[src/rtl/imem_access_ctrl.sv]
`timescale 1ns/1ps
// -----------------------------------------------------------------------------
// imem_access_ctrl
//
// Arbitrates a single-port instruction memory (1-cycle synchronous read)
// between the core fetch port and a program loader. It provides the fetch
// stall, loader burst locking, word-address decode and misalignment
// detection. It sits between the fetch stage and the memory array.
//
// Parameters
//   AW        word-address width (2**AW words, byte address bits [AW+1:2])
//   LOAD_PRIO 1: loader wins a simultaneous request in IDLE, 0: fetch wins
//   MAX_WAIT  fetch starvation limit in cycles (STARVE_GUARD_EN builds only)
//
// Build option
//   STARVE_GUARD_EN  defined: a fetch that has waited MAX_WAIT cycles is
//                    forced through in IDLE, even while the loader lock is
//                    held. Undefined: the loader lock is absolute.
//
// Ports
//   clk, rst                  clock (rising edge), async active-low reset
//   if_req/if_addr            fetch request (held until if_valid), byte PC
//   if_rdata/if_valid         fetched word, 1-cycle valid pulse
//   if_stall                  fetch pending and not yet returned
//   ld_req/ld_addr/ld_wdata   loader write request (held until ld_ack)
//   ld_last                   final word of a loader burst
//   ld_ack                    1-cycle pulse, word written
//   mem_en/mem_we/mem_addr/mem_wdata/mem_rdata   memory array interface
//   load_busy                 loader burst lock held
//   err_misal                 1-cycle pulse with the response of a
//                             misaligned access
// -----------------------------------------------------------------------------
module imem_access_ctrl #(
  parameter int AW        = 10,
  parameter int LOAD_PRIO = 1,
  parameter int MAX_WAIT  = 8
) (
  input  logic          clk,
  input  logic          rst,
  input  logic          if_req,
  input  logic [31:0]   if_addr,
  output logic [31:0]   if_rdata,
  output logic          if_valid,
  output logic          if_stall,
  input  logic          ld_req,
  input  logic [31:0]   ld_addr,
  input  logic [31:0]   ld_wdata,
  input  logic          ld_last,
  output logic          ld_ack,
  output logic          mem_en,
  output logic          mem_we,
  output logic [AW-1:0] mem_addr,
  output logic [31:0]   mem_wdata,
  input  logic [31:0]   mem_rdata,
  output logic          load_busy,
  output logic          err_misal
);

  localparam logic [1:0] ST_IDLE     = 2'd0;
  localparam logic [1:0] ST_FETCH_RD = 2'd1;
  localparam logic [1:0] ST_LOAD_WR  = 2'd2;

  localparam logic [31:0] NOP_INSN = 32'h0000_0013;
  localparam logic        LD_WINS  = (LOAD_PRIO != 0);

  logic [1:0]  state;
  logic [1:0]  state_nxt;
  logic        lock;
  logic        misal_q;   // access in flight was misaligned
  logic        last_q;    // ld_last captured at loader grant
  logic [31:0] rdata_q;   // last returned fetch word, held between pulses

  logic        if_misal;
  logic        ld_misal;
  logic        force_fetch;
  logic        fetch_gnt;
  logic        load_gnt;

  // Upper address bits are ignored on purpose: addresses wrap modulo
  // 2**(AW+2) bytes.
  logic unused_addr_bits;
  assign unused_addr_bits = ^{if_addr[31:AW+2], ld_addr[31:AW+2]};

  assign if_misal = |if_addr[1:0];
  assign ld_misal = |ld_addr[1:0];

`ifdef STARVE_GUARD_EN
  localparam int WW = (MAX_WAIT < 1) ? 1 : $clog2(MAX_WAIT + 1);

  logic [WW-1:0] wait_cnt;

  // Counts cycles a fetch has been waiting; saturates, clears on delivery.
  always_ff @(posedge clk or negedge rst) begin
    if (!rst) begin
      wait_cnt <= '0;
    end else if (if_valid) begin
      wait_cnt <= '0;
    end else if (if_req && (wait_cnt != WW'(MAX_WAIT))) begin
      wait_cnt <= wait_cnt + WW'(1);
    end
  end

  assign force_fetch = (wait_cnt == WW'(MAX_WAIT));
`else
  localparam int unused_max_wait = MAX_WAIT;

  assign force_fetch = 1'b0;
`endif

  // Grants are only evaluated in IDLE and are blocked while reset is held so
  // that every output reads inactive during reset.
  assign fetch_gnt = rst && (state == ST_IDLE) && if_req &&
                     (force_fetch || (!lock && (!ld_req || !LD_WINS)));
  assign load_gnt  = rst && (state == ST_IDLE) && ld_req && !fetch_gnt &&
                     (lock || !if_req || LD_WINS);

  always_comb begin
    state_nxt = state;
    mem_en    = 1'b0;
    mem_we    = 1'b0;
    mem_addr  = '0;
    mem_wdata = '0;
    if_valid  = 1'b0;
    ld_ack    = 1'b0;
    err_misal = 1'b0;
    if_rdata  = rdata_q;
    case (state)
      ST_IDLE: begin
        if (fetch_gnt) begin
          state_nxt = ST_FETCH_RD;
          if (!if_misal) begin
            mem_en   = 1'b1;
            mem_addr = if_addr[AW+1:2];
          end
        end else if (load_gnt) begin
          state_nxt = ST_LOAD_WR;
          if (!ld_misal) begin
            mem_en    = 1'b1;
            mem_we    = 1'b1;
            mem_addr  = ld_addr[AW+1:2];
            mem_wdata = ld_wdata;
          end
        end
      end
      ST_FETCH_RD: begin
        state_nxt = ST_IDLE;
        if_valid  = 1'b1;
        err_misal = misal_q;
        // A misaligned fetch never touched memory; return a NOP instead.
        if_rdata  = misal_q ? NOP_INSN : mem_rdata;
      end
      ST_LOAD_WR: begin
        state_nxt = ST_IDLE;
        ld_ack    = 1'b1;
        err_misal = misal_q;
      end
      default: state_nxt = ST_IDLE;
    endcase
  end

  always_ff @(posedge clk or negedge rst) begin
    if (!rst) begin
      state   <= ST_IDLE;
      lock    <= 1'b0;
      misal_q <= 1'b0;
      last_q  <= 1'b0;
      rdata_q <= '0;
    end else begin
      state <= state_nxt;
      if (fetch_gnt) begin
        misal_q <= if_misal;
      end else if (load_gnt) begin
        misal_q <= ld_misal;
        last_q  <= ld_last;
      end
      if (state == ST_FETCH_RD) begin
        rdata_q <= if_rdata;
      end
      // Lock follows every loader response, including misaligned ones; a
      // forced fetch leaves it untouched.
      if (state == ST_LOAD_WR) begin
        lock <= !last_q;
      end
    end
  end

  assign if_stall  = if_req && !if_valid;
  assign load_busy = lock;

endmodule
[config.mk]
export PLATFORM = sky130hd
export DESIGN_NAME = imem_access_ctrl
export DESIGN_NICKNAME = d
export VERILOG_FILES = /design/src/rtl/imem_access_ctrl.sv
export SDC_FILE = /design/constraint.sdc
export NUM_CORES = 1
export LEC_CHECK = 0
export BUFFER_PORTS_ARGS = -buffer_cell sky130_fd_sc_hd__buf_2
export CAP_MARGIN = 10
export CORE_AREA = 2 2 82 84
export DETAILED_ROUTE_END_ITERATION = 6
export DIE_AREA = 0 0 84 86
export GPL_ROUTABILITY_DRIVEN = 0
export PLACE_DENSITY = 0.83
export SLEW_MARGIN = 20
export SYNTH_ARGS = -nofsm -noshare
export SYNTH_HDL_FRONTEND = slang
export SYNTH_SLANG_ARGS = --single-unit
[constraint.sdc]
create_clock -name clk -period 5.7 [get_ports clk]
set_clock_uncertainty 0.2 [all_clocks]
set_input_delay 1.14 -clock clk [delete_from_list [all_inputs] [get_ports clk]]
set_output_delay 1.14 -clock clk [all_outputs]
set_load 0.03 [all_outputs]
* Word level (Yosys, flattened, before mapping) *
Index checks and enable logic that the tools add are counted.
Widths: inputs -> output; s select.

word-level totals
  logic and storage cells = 53
  register bits = 37
  output and inout port bits = 81
  bits of input ports = 133

cells by class
  eq/ne operators = 3
  bitwise gates (word level) = 1
  mux-type cells = 26
  reduce and logical (&&, ||, !) cells = 18

operator list
  cell                count
  $mux 32             6
  $mux 10             5
  $mux 1              12
  $logic_and 1x1->1   7
  $mux 2              3
  $reduce_or 2->1     3
  $logic_not 1->1     5
  $ne 3x3->1 const B  1
  $eq 2x1->1 const B  1
  $eq 2x2->1 const B  1
  $logic_not 2->1     1
  $reduce_and 2->1    1
  $reduce_bool 2->1   1
  $not 1->1           1

* Longest topological paths before layout *
  depth after elaboration = 9
  depth in mapped cells = 8
  depth with buffers taken out = 5

* Worst setup path after synthesis *
Ideal clock, no wire load.

  path kind = input -> output
  start point = in ld_req
  end point = out mem_wdata[22]
  data required time = 4360 ps
  data arrival time = 2022 ps
  cell stages on the path = 4
  setup slack = 2338 ps
  buffers on the path = 1
  path through = nand3_4 nor3_4 buf_6 and2_1

on the way
  longest elaborated chain between the ends = 8
  elaborated cells on any way between the ends = 9
  classes of those cells = 3 x mux; 6 x reduce/logical

ends and longest elaborated chain
  item                RTL line  RTL
  start: declaration  45        input logic ld_req,
  $logic_not 1->1     113       (force_fetch || (!lock && (!ld_req || !LD_WINS)));
  $logic_and 1x1->1   113
  $logic_and 1x1->1   112       assign fetch_gnt = rst && (state == ST_IDLE) && if_req &&
  $logic_not 1->1     114       assign load_gnt = rst && (state == ST_IDLE) && ld_req && !fetch_gnt &&
  $logic_and 1x1->1   114
  $mux 32             135       end else if (load_gnt) begin
  $mux 32 *           129       if (fetch_gnt) begin
  $mux 32 *           127       case (state)
  end: declaration    53        output logic [31:0] mem_wdata,

Every way passes the cells marked *; elsewhere a longest branch is shown, timed or not.

* Worst setup path after layout *
  start point = in rst
  end point = out mem_addr[2]

on the way
  longest elaborated chain between the ends = 8
  elaborated cells on any way between the ends = 9
  classes of those cells = 3 x mux; 6 x reduce/logical

ends and longest elaborated chain
  item                            RTL line  RTL
  start: declaration              39        input logic rst,
  $logic_and 1x1->1 *             112, 114
  $logic_and 1x1->1 (2 in a row)  112
  $logic_not 1->1                 114
  $logic_and 1x1->1               114
  $mux 10                         135
  $mux 10 *                       129
  $mux 10 *                       127
  end: declaration                52        output logic [AW-1:0] mem_addr,

Marks and branches as above.

==> run_results.csv <==
group,metric,value,unit
run_status,status,"complete, no violations",
timing,maxClockFrequency,0.235,GHz
routing,wl_per_cell,14.2,µm
clocking,cts_tree,"done",
yosys,yosys-top-cells-area,"dfrtp_1 44%, o21ai_0 14%, and2_1 8.9%",
floorplan,dieArea,7220,µm²
cells_and_area,finalNetCount,546,
timing,fin_setup_tns,0,ns
cells_and_area,antenna_cells,0,
routing,drt_iter0_markers,102,
hold_path,hp-start,"last_q",
hold_path,holdCritPathClass,"reg -> reg",
clocking,cts_setup_buffers,0,
clocking,clk_latency,0.29,ns
yosys,syn_nets,378,
yosys,synth_top_area_share,0.441,
critical_path,crit_type,"in -> out",
clocking,clockBufferDepth,2,
cells_and_area,fillers,596,
routing,wirelength,6950,µm
critical_path,worstPathRequired,4.36,ns
critical_path,critPathMaxFanout,38,
power,powerDensity,455,nW/µm²
cells_and_area,layout_commonest_cell,"buf_2",
critical_path,r2r-start,"state[1]",
flow_run,drv_cap,0,
critical_path,reg2regPathDepth,5,
yosys,ys_ff_latch,37,
timing,finalCriticalPeriod,4.25,ns
timing,slew_violations,0,
clocking,path_clk_slew,0.07,ns
clocking,cts_root_buf,"clkbuf_8",
placed_design,dp.cells,479,
critical_path,regToRegSetupSlack,3.80,ns
critical_path,cp.arrival,2.91,ns
floorplan,num_rows,29,
yosys,synth-seq-area-share,0.441,
global_route,track_usage,0.185,
routing,vias,2275,
floorplan,ios,214,
placed_design,portBuffers,173,
yosys,synth_cell_types,25,
cells_and_area,final_util,0.495,
hold_path,min_to,"load_busy",
power,ir_worst_vdd,0.285,mV
critical_path,crit_path_end_kind,"primary output",
hold_path,hold_path_depth,1,
critical_path,start_kind,"input port",
cells_and_area,mostFrequentLayoutCells,"173 x buf_2, 60 x o21ai_0, 37 x dfrtp_1",
clocking,post_cts_resized,0,
routing,drtAntennaViolNets,0,
cells_and_area,drive_above_1_share,0.496,
timing,slew_headroom,0.553,
clocking,cts_buffers,5,
global_route,grt_pass1_vias,2167,
routing,vias_per_cell,4.66,
critical_path,crit_start,"rst",
yosys,syn-instance-count,242,
floorplan,core,6280,µm²
timing,whs,0.257,ns
global_route,grt_max_degree,69,
floorplan,die_y,86,µm
clocking,h-tree-depth,2,
floorplan,die_w,84,µm
critical_path,r2r_end,"rdata_q[4]",
power,p_leak,1.74,nW
yosys,yosys.area.top_type,"dfrtp_1",
cells_and_area,multi_input_area,962,µm²
cells_and_area,fin_cells,488,
yosys,synth_area,2100,µm²
cells_and_area,seqCellArea,926,µm²
clocking,cts_hold_buf,0,
routing,dr.pass1.iters,4,
routing,drc_errors,0,
clocking,cts_sinks,37,
placed_design,dpl.hpwl,5310,µm
cells_and_area,area_growth,48.0,%
timing,period_share,0.746,
timing,finalSetupViolCount,0,
global_route,grt_pass1_wl,10600,µm
timing,finalHoldViolCount,0,
yosys,synth_warnings,0,
global_route,overflow,0,
timing,rsz0062_at_grt,"false",
floorplan,start_util,0.334,
yosys,synth.avg_cell_area,8.68,µm²
timing,worst_pin_slew,0.668,ns
global_route,antenna_found_initial,0,
[cell usage after synthesis]
cell / n
o21ai_0: 60
dfrtp_1: 37
inv_1: 31
and2_1: 30
nand2_1: 30
a22o_2: 10
clkbuf_1: 6
o22a_1: 6
buf_4: 5
buf_6: 4
nor2_1: 4
and2_2: 3
ha_1: 3
nor2b_1: 2
a21oi_1: 1
a31o_2: 1
and4bb_1: 1
mux2_2: 1
nand2b_1: 1
nand3_4: 1
nand3b_1: 1
nand4b_1: 1
nor3_4: 1
o32a_2: 1
or2_2: 1
[metal layers]
layer / share of wire / routed length (µm) / track usage
met5: 0 / 0 / 0
met4: 0.0045 / 31 / 0.0337
met3: 0.065 / 453 / 0.0491
met2: 0.53 / 3710 / 0.353
met1: 0.40 / 2760 / 0.208
[where the power goes]
part	internal (mW)	switching [mW]
Clock	0.131	0.0998
Combinational	0.228	0.523
Sequential	0.383	0.0485
[per-stage QoR]
step | area, µm² | total power [mW] | setup WS [ns]
4_1_cts | 3090 | 1.42 | 1.43
3_5_place_dp | 2980 | 1.19 | 1.44
3_3_place_gp | 2980 | 1.16 | 1.49
5_1_grt | 3110 | 1.51 | 1.28
2_1_floorplan | 2100 | 0.957 | 2.34
6_report | 3110 | 1.41 | 1.45
[final cells by class]
type / count / share of cell area
Sequential cell: 37 / 0.298
Inverter: 31 / 0.0374
Clock buffer: 6 / 0.0233
Clock inverter: 2 / 0.0125
Timing Repair Buffer: 176 / 0.288
Tap cell: 77 / 0.0310
Multi-Input combinational cell: 159 / 0.310
[cell families after synthesis]
| logic type | count (synthesis) | share of synthesized area |
|---|---|---|
| compound gates | 79 | 0.228 |
| simple gates | 76 | 0.203 |
| buf+inv | 46 | 0.105 |
| flops | 37 | 0.441 |
| fa+ha+maj | 3 | 0.0179 |
| mux | 1 | 0.00536 |
[worst max path at each step]
stage                    end  slack (ns)
6_report         mem_addr[2]        1.45
2_1_floorplan  mem_wdata[22]        2.34
4_1_cts          mem_addr[7]        1.43
3_5_place_dp     mem_addr[7]        1.44
5_1_grt          mem_addr[0]        1.28
3_3_place_gp     mem_addr[6]        1.49
[registers in the layout (all words and copies together) (netlist names)]
signal	cells
rdata_q	32
state	2
last_q	1
load_busy	1
misal_q	1
[critical path, cell delays in order]
cell and delay (ns):
buf_2 0.11, buf_4 0.43, nand4b_1 0.22, and4bb_1 0.59
a22o_2 0.22, buf_2 0.19
No activity file was read; power rests on OpenSTA's default activity.
